===== src/rtl/axil_regfile_pkg.sv =====
// Shared types and constants for the AXI4-Lite register file.
package axil_regfile_pkg;

    localparam logic [1:0] RESP_OKAY   = 2'b00;
    localparam logic [1:0] RESP_SLVERR = 2'b10;
    localparam int         BYTES       = 4;

    typedef enum logic [1:0] {W_IDLE, W_HAVE_A, W_HAVE_D, W_RESP} wr_state_t;
    typedef enum logic       {R_IDLE, R_DATA} rd_state_t;

    // Nonzero bits above the register index mark an out-of-range address.
    function automatic logic addr_oor(input logic [63:0] addr, input int idx_w);
        return (addr >> (idx_w + 2)) != 64'd0;
    endfunction

endpackage


===== src/rtl/axil_regfile_wr_ch.sv =====
// Write channel: AW/W latching FSM producing a one-cycle commit strobe.
// AXIL_REGFILE_SLVERR_EN: drop out-of-range writes and answer SLVERR.
module axil_regfile_wr_ch
    import axil_regfile_pkg::*;
#(
    parameter int ADDR_WIDTH = 32,
    parameter int DATA_WIDTH = 32,
    parameter int NUM_REGS   = 16,
    localparam int IDX_W     = $clog2(NUM_REGS)
) (
    input  logic                    aclk,
    input  logic                    areset,
    input  logic [ADDR_WIDTH-1:0]   s_awaddr,
    input  logic                    s_awvalid,
    output logic                    s_awready,
    input  logic [DATA_WIDTH-1:0]   s_wdata,
    input  logic [BYTES-1:0]        s_wstrb,
    input  logic                    s_wvalid,
    output logic                    s_wready,
    output logic [1:0]              s_bresp,
    output logic                    s_bvalid,
    input  logic                    s_bready,
    output logic                    commit_o,
    output logic                    commit_drop_o,
    output logic [IDX_W-1:0]        commit_idx_o,
    output logic [DATA_WIDTH-1:0]   commit_data_o,
    output logic [BYTES-1:0]        commit_strb_o
);

    wr_state_t             state_q, state_d;
    logic [ADDR_WIDTH-1:0] awaddr_q, awaddr_d;
    logic [DATA_WIDTH-1:0] wdata_q, wdata_d;
    logic [BYTES-1:0]      wstrb_q, wstrb_d;
    logic [1:0]            bresp_q, bresp_d;
    logic                  aw_hs, w_hs, oor;
    logic [ADDR_WIDTH-1:0] commit_addr;

    // Readies are held low during reset even though the state is already idle.
    assign s_awready = ~areset & (state_q == W_IDLE || state_q == W_HAVE_D);
    assign s_wready  = ~areset & (state_q == W_IDLE || state_q == W_HAVE_A);
    assign s_bvalid  = (state_q == W_RESP);
    assign s_bresp   = bresp_q;
    assign aw_hs     = s_awvalid & s_awready;
    assign w_hs      = s_wvalid & s_wready;

    assign commit_addr   = (state_q == W_HAVE_A) ? awaddr_q : s_awaddr;
    assign commit_data_o = (state_q == W_HAVE_D) ? wdata_q  : s_wdata;
    assign commit_strb_o = (state_q == W_HAVE_D) ? wstrb_q  : s_wstrb;
    assign commit_idx_o  = commit_addr[IDX_W+1:2];
    assign oor           = addr_oor(64'(commit_addr), IDX_W);

`ifdef AXIL_REGFILE_SLVERR_EN
    assign commit_drop_o = oor;
`else
    logic unused_oor;
    assign unused_oor    = oor;
    assign commit_drop_o = 1'b0;
`endif

    always_comb begin
        state_d  = state_q;
        awaddr_d = awaddr_q;
        wdata_d  = wdata_q;
        wstrb_d  = wstrb_q;
        bresp_d  = bresp_q;
        commit_o = 1'b0;
        case (state_q)
            W_IDLE: begin
                if (aw_hs && w_hs) begin
                    commit_o = 1'b1;
                    state_d  = W_RESP;
                end else if (aw_hs) begin
                    awaddr_d = s_awaddr;
                    state_d  = W_HAVE_A;
                end else if (w_hs) begin
                    wdata_d  = s_wdata;
                    wstrb_d  = s_wstrb;
                    state_d  = W_HAVE_D;
                end
            end
            W_HAVE_A: if (w_hs) begin
                commit_o = 1'b1;
                state_d  = W_RESP;
            end
            W_HAVE_D: if (aw_hs) begin
                commit_o = 1'b1;
                state_d  = W_RESP;
            end
            W_RESP: if (s_bready) state_d = W_IDLE;
            default: state_d = W_IDLE;
        endcase
        if (commit_o) bresp_d = commit_drop_o ? RESP_SLVERR : RESP_OKAY;
    end

    always_ff @(posedge aclk or posedge areset) begin
        if (areset) begin
            state_q  <= W_IDLE;
            awaddr_q <= '0;
            wdata_q  <= '0;
            wstrb_q  <= '0;
            bresp_q  <= RESP_OKAY;
        end else begin
            state_q  <= state_d;
            awaddr_q <= awaddr_d;
            wdata_q  <= wdata_d;
            wstrb_q  <= wstrb_d;
            bresp_q  <= bresp_d;
        end
    end

endmodule


===== src/rtl/axil_slave_regfile.sv =====
// AXI4-Lite register file: flat register outputs, per-register write pulses.
// AXIL_REGFILE_SLVERR_EN: out-of-range accesses answer SLVERR instead of aliasing.
module axil_slave_regfile
    import axil_regfile_pkg::*;
#(
    parameter int ADDR_WIDTH = 32,
    parameter int DATA_WIDTH = 32,
    parameter int NUM_REGS   = 16
) (
    input  logic                             aclk,
    input  logic                             areset,
    input  logic [ADDR_WIDTH-1:0]            s_awaddr,
    input  logic                             s_awvalid,
    output logic                             s_awready,
    input  logic [DATA_WIDTH-1:0]            s_wdata,
    input  logic [BYTES-1:0]                 s_wstrb,
    input  logic                             s_wvalid,
    output logic                             s_wready,
    output logic [1:0]                       s_bresp,
    output logic                             s_bvalid,
    input  logic                             s_bready,
    input  logic [ADDR_WIDTH-1:0]            s_araddr,
    input  logic                             s_arvalid,
    output logic                             s_arready,
    output logic [DATA_WIDTH-1:0]            s_rdata,
    output logic [1:0]                       s_rresp,
    output logic                             s_rvalid,
    input  logic                             s_rready,
    output logic [NUM_REGS*DATA_WIDTH-1:0]   regs_o,
    output logic [NUM_REGS-1:0]              wr_pulse_o
);

    localparam int IDX_W = $clog2(NUM_REGS);

    logic [NUM_REGS-1:0][DATA_WIDTH-1:0] regs_q, regs_d;
    logic [NUM_REGS-1:0]                 pulse_q, pulse_d;
    rd_state_t                           rd_state_q, rd_state_d;
    logic [DATA_WIDTH-1:0]               rdata_q, rdata_d;
    logic [1:0]                          rresp_q, rresp_d;

    logic                  commit, commit_drop;
    logic [IDX_W-1:0]      commit_idx;
    logic [DATA_WIDTH-1:0] commit_data;
    logic [BYTES-1:0]      commit_strb;
    logic                  ar_hs, ar_oor;
    logic [IDX_W-1:0]      ar_idx;

    axil_regfile_wr_ch #(
        .ADDR_WIDTH (ADDR_WIDTH),
        .DATA_WIDTH (DATA_WIDTH),
        .NUM_REGS   (NUM_REGS)
    ) u_wr_ch (
        .aclk          (aclk),
        .areset        (areset),
        .s_awaddr      (s_awaddr),
        .s_awvalid     (s_awvalid),
        .s_awready     (s_awready),
        .s_wdata       (s_wdata),
        .s_wstrb       (s_wstrb),
        .s_wvalid      (s_wvalid),
        .s_wready      (s_wready),
        .s_bresp       (s_bresp),
        .s_bvalid      (s_bvalid),
        .s_bready      (s_bready),
        .commit_o      (commit),
        .commit_drop_o (commit_drop),
        .commit_idx_o  (commit_idx),
        .commit_data_o (commit_data),
        .commit_strb_o (commit_strb)
    );

    assign regs_o     = regs_q;
    assign wr_pulse_o = pulse_q;
    assign s_arready  = ~areset & (rd_state_q == R_IDLE);
    assign s_rvalid   = (rd_state_q == R_DATA);
    assign s_rdata    = rdata_q;
    assign s_rresp    = rresp_q;
    assign ar_hs      = s_arvalid & s_arready;
    assign ar_idx     = s_araddr[IDX_W+1:2];
    assign ar_oor     = addr_oor(64'(s_araddr), IDX_W);

    always_comb begin
        regs_d  = regs_q;
        pulse_d = '0;
        if (commit && !commit_drop) begin
            pulse_d[commit_idx] = 1'b1;
            for (int b = 0; b < BYTES; b++)
                if (commit_strb[b]) regs_d[commit_idx][8*b +: 8] = commit_data[8*b +: 8];
        end
    end

    // Read data comes from regs_q, so a write committing in the AR cycle is not seen.
    always_comb begin
        rd_state_d = rd_state_q;
        rdata_d    = rdata_q;
        rresp_d    = rresp_q;
        case (rd_state_q)
            R_IDLE: if (ar_hs) begin
                rd_state_d = R_DATA;
`ifdef AXIL_REGFILE_SLVERR_EN
                rdata_d    = ar_oor ? '0 : regs_q[ar_idx];
                rresp_d    = ar_oor ? RESP_SLVERR : RESP_OKAY;
`else
                rdata_d    = regs_q[ar_idx];
                rresp_d    = RESP_OKAY;
`endif
            end
            R_DATA: if (s_rready) rd_state_d = R_IDLE;
            default: rd_state_d = R_IDLE;
        endcase
    end

`ifndef AXIL_REGFILE_SLVERR_EN
    logic unused_ar_oor;
    assign unused_ar_oor = ar_oor;
`endif

    always_ff @(posedge aclk or posedge areset) begin
        if (areset) begin
            regs_q     <= '0;
            pulse_q    <= '0;
            rd_state_q <= R_IDLE;
            rdata_q    <= '0;
            rresp_q    <= RESP_OKAY;
        end else begin
            regs_q     <= regs_d;
            pulse_q    <= pulse_d;
            rd_state_q <= rd_state_d;
            rdata_q    <= rdata_d;
            rresp_q    <= rresp_d;
        end
    end

endmodule


===== config.mk =====
export PLATFORM = sky130hd
export DESIGN_NAME = axil_slave_regfile
export DESIGN_NICKNAME = d
export VERILOG_FILES = /design/src/rtl/axil_regfile_pkg.sv /design/src/rtl/axil_regfile_wr_ch.sv /design/src/rtl/axil_slave_regfile.sv
export SDC_FILE = /design/constraint.sdc
export NUM_CORES = 1
export LEC_CHECK = 0
export BUFFER_PORTS_ARGS = -buffer_cell sky130_fd_sc_hd__buf_4
export CAP_MARGIN = 30
export CORE_MARGIN = 5
export CORE_UTILIZATION = 35
export CTS_CLUSTER_DIAMETER = 200
export DETAILED_ROUTE_END_ITERATION = 7
export HOLD_SLACK_MARGIN = 0.05
export PLACE_DENSITY = 0.6
export SYNTH_ARGS = -nofsm -noshare
export SYNTH_HDL_FRONTEND = slang
export SYNTH_SLANG_ARGS = --single-unit

===== constraint.sdc =====
create_clock -name aclk -period 58 [get_ports aclk]
set_clock_uncertainty 0.1 [all_clocks]
set_input_delay 11.6 -clock aclk [delete_from_list [all_inputs] [get_ports aclk]]
set_output_delay 11.6 -clock aclk [all_outputs]
set_load 0.01 [all_outputs]

==> impl_summary.txt <==
----------------------------------------------------
[Status]
  Result of the run ... complete, no violations

[Route]
  Amount of wire on met3 after detailed routing ... roughly 8.1 mm
  Vias after detailed routing ... about 19000
  Uppermost layer routed ... met5
  Avg Vias per Cell ... approximately 5.4
  Post-DR wirelength/cell ... approximately 30 microns
  Number of nets still failing antenna checks after routing ... 0
  Number of detailed-routing iterations run before antenna repair ... 4
  Violation count after the first detailed-routing iteration ... between 1000 and 1500
  Length of routed met2 wiring ... ~52 mm
  M1 WL ... 43.2 mm
  Routed WL ... between 100 and 150 mm
  DRC violation count after routing ... 0

[Layout]
  Growth of design area from synthesis to finish ... 30.6%
  Commonest cells after routing, fill and taps aside ... 630 x sky130_fd_sc_hd__buf_4, 603 x sky130_fd_sc_hd__dfrtp_1, 594 x sky130_fd_sc_hd__mux2_2
  Total number of nets in the final design ... roughly 2600
  Count of non-filler cells in the finished layout ... approximately 3600
  Commonest non-fill, non-tap cell in the layout ... sky130_fd_sc_hd__buf_4
  Fraction of layout instances using a drive strength above 1 ... between 50% and 60%
  Sequential Area ... around 15000 sq um
  Filler cell count ... roughly 7000
  Multi-input combinational cell area ... around 12000 sq um

[Synth]
  Simple-gate share of the synthesized area ... about 5.4%
  Multiplexer share of the synthesized area ... 34.8%
  Number of enable flip-flop cells after synthesis ... 0
  Async set-reset flop share out of synthesis ... 100%
  Portion of synthesized cell area occupied by the leading cell type ... around 55%
  Top cells by area in the synthesized netlist ... sky130_fd_sc_hd__dfrtp_1 55%, sky130_fd_sc_hd__mux2_2 24%, sky130_fd_sc_hd__mux4_2 6.6%
  Compound-gate portion of the synthesized area ... under 10%
  Dominant combinational cell family by area after synthesis ... multiplexers
  Synthesized-area fraction occupied by xor and xnor cells ... 0%
  Post-synthesis instance total ... ~1900
  Distinct cells, synth ... 51
  Syn_area_per_cell ... 14.8 sq um
  Synth Register Bits ... 603
  Total standard cell area after synthesis ... 27600 sq um
  Synthesis Warnings ... 0
  Fraction of the yosys area taken by sequential cells ... ~55%
  Top flip-flop cell by instance count after synthesis ... sky130_fd_sc_hd__dfrtp_1
  Adder and majority gate portion of the synthesized area ... less than 1%
  Cell accounting for the most synthesized area ... sky130_fd_sc_hd__dfrtp_1

[Clock network]
  CTS resizes ... 0
  H-tree lvl count ... 3
  Count of hold buffers inserted by post-cts repair ... 0
  Clock-pin slew of the registers on the worst-case setup and hold paths ... 0.06 ns
  CTS tree ... done
  TritonCTS sink count ... between 600 and 700
  Insertion delay to the later sink of the worst-skew pair ... ~0.60 ns
  CTS Buffer Depth ... 3
  Root cell of the clock tree ... sky130_fd_sc_hd__clkbuf_16
  Clock buffer count from CTS ... 71
  Setup Fix Bufs, Post-CTS ... 0

[Placement]
  Hpwl dp ... ~75 mm
  Gp weighted congestion ... between 0.8 and 0.9
  Port Buffers ... around 620
  Post-Place Cells ... about 3400

[STA]
  Final setup viols ... 0
  Setup repair after global routing missed its margin ... no
  Min Clock Period, post-route ... around 24 ns
  Final critical-path share of the clock period ... 41.1%
  Final Hold Fails ... 0
  Slew Limit Fails ... 0
  Post-route worst hold slack ... 0.401 ns
  Achievable frequency ... 42.0 MHz
  Max-Slew Margin vs Limit ... 26.7%
  Total negative slack ... 0 ns
  Worst Tran Pin Value ... ~1.1 ns

[Floorplan]
  Total I/O pin count ... 676
  Die Width ... 291 microns
  Chip Height ... roughly 290 microns
  Die area ... 84600 sq um
  Std-Cell Rows ... just over 100
  Placeable core area ... 78600 sq um
  Starting density of the core ... 35.1%

[Job]
  Max-cap violations ... 0

[Power]
  Peak ir drop on the vdd network ... about 0.000027 V
  Total power consumption of the routed design ... between 1.5 and 2 mW
  Pwr per Cell Area ... ~45 nW/um^2
  Pleak ... 18.1 nW

[Critical path]
  Startpoint of the worst-slack reg-to-reg timing path ... u_wr_ch.state_q[0]$_DFFE_PP0P_
  R2R cell count ... 6
  Minimum setup slack among reg-to-reg paths ... around 54 ns
  Maximum net fanout on the critical path ... 12
  Kind of start point of the critical path ... primary input
  Crit Reg-Reg Endpoint ... regs_o[347]$_DFFE_PP0P_
  Type of the worst setup path ... in2out
  Critical Path Sink Type ... output port
  Data arrival, critical path ... ~12 ns
  Crit path required time ... ~46 ns

[Global routing]
  Grt ovf ... 0
  Number of global-route vias before repair ... between 20000 and 25000
  Maximum number of pins on one net before global-route repair ... between 100 and 150
  Global-route wire length before repair ... approximately 150 mm
  Total routing resource utilization after global routing ... roughly 24%
  Number of antenna violations at the first check in global routing ... 4

[Worst hold path]
  Startpoint of the most critical hold path ... u_wr_ch.wdata_q[14]$_DFFE_PP0P_
  Number of stages on the worst hold path ... 1
  Worst min-delay path category ... reg2reg
  Terminating pin of the worst hold path ... u_wr_ch.wdata_q[14]$_DFFE_PP0P_

----------------------------------------------------
-- stage by stage --
stage                     cell area, sq um  utilization, %  setup WS (ns)
after CTS                            35900            45.7          34.15
after detailed placement             33500            42.6          34.15
final                                36000            45.8          34.17
after global placement               33200            42.3          34.14
after floorplan                      27600               -          29.17
after global routing                 36000            45.8          34.12
-- how the worst max path moves through the flow --
stage | startpoint | endpoint | slack, ns | cells past startpoint
final | areset | s_arready | 34.17 | 3
after global placement | areset | s_arready | 34.14 | 3
after floorplan | areset | regs_o[0]$_DFFE_PP0P_ | 29.17 | 2
after detailed placement | areset | s_arready | 34.15 | 3
after CTS | areset | s_arready | 34.15 | 3
after global routing | areset | s_arready | 34.12 | 3
-- final cells by class --
cell class | count | area share, %
Antenna cell | 3 | 0.0208
Timing Repair Buffer | 652 | 14.3
Clock buffer | 105 | 5.91
Sequential cell | 603 | 41.9
Inverter | 7 | 0.0938
Tap cell | 1050 | 3.65
Multi-Input combinational cell | 1131 | 33.4
Clock inverter | 23 | 0.830
-- worst max-delay path: stages --
cell	delay, ns
sky130_fd_sc_hd__buf_4	0.20
sky130_fd_sc_hd__nor2_1	0.18
sky130_fd_sc_hd__buf_4	0.15
-- per-layer routing --
metal,up-vias,GRT usage (%)
met3,141,7.46
met5,-,0
met2,694,41.2
met4,4,5.76
li1,8188,-
met1,10300,30.4
-- registers in the layout, indices dropped and copies added (netlist names) --
register	count
u_wr_ch.state_q	2
s_rvalid	1
u_wr_ch.awaddr_q	4
s_rdata	32
u_wr_ch.wstrb_q	4
wr_pulse_o	16
u_wr_ch.wdata_q	32
regs_o	512
-- synth_stat cells, types with 2 or more instances --
library cell                number
sky130_fd_sc_hd__a2111oi_4       2
sky130_fd_sc_hd__a21oi_1         5
sky130_fd_sc_hd__a221o_1        10
sky130_fd_sc_hd__a22oi_1        44
sky130_fd_sc_hd__a31oi_1        21
sky130_fd_sc_hd__and2_0          2
sky130_fd_sc_hd__buf_1           9
sky130_fd_sc_hd__buf_2          35
sky130_fd_sc_hd__buf_4           7
sky130_fd_sc_hd__buf_6           2
sky130_fd_sc_hd__clkbuf_1       74
sky130_fd_sc_hd__dfrtp_1       603
sky130_fd_sc_hd__ha_1            5
sky130_fd_sc_hd__inv_1           7
sky130_fd_sc_hd__mux2_1          2
sky130_fd_sc_hd__mux2_2        594
sky130_fd_sc_hd__mux2i_1       108
sky130_fd_sc_hd__mux4_2         81
sky130_fd_sc_hd__nand2_1        61
sky130_fd_sc_hd__nand2b_1        6
sky130_fd_sc_hd__nand3_1         5
sky130_fd_sc_hd__nand3b_1        3
sky130_fd_sc_hd__nand4_1        58
sky130_fd_sc_hd__nand4_2         9
sky130_fd_sc_hd__nor2_1         64
sky130_fd_sc_hd__nor2b_1         5
sky130_fd_sc_hd__nor3b_1         3
sky130_fd_sc_hd__nor4_4          9
sky130_fd_sc_hd__nor4b_4         4
sky130_fd_sc_hd__o211ai_1        2
sky130_fd_sc_hd__o21ai_0         4
sky130_fd_sc_hd__or3b_1          2
-- cell families after synthesis --
kind of cell,after synthesis
muxes,785
DFF,603
and+or+nand+nor,241
buffers and inverters,134
AOI/OAI and AO/OA,96
adders and majority gates,5
other,1
-- power breakdown --
part           internal (mW)  leakage [nW]  switching [mW]
combinational          0.266          8.72           0.290
sequential             0.531          8.23          0.0933
clock                  0.274          1.19           0.184
No activity file was read; power rests on OpenSTA's default activity.
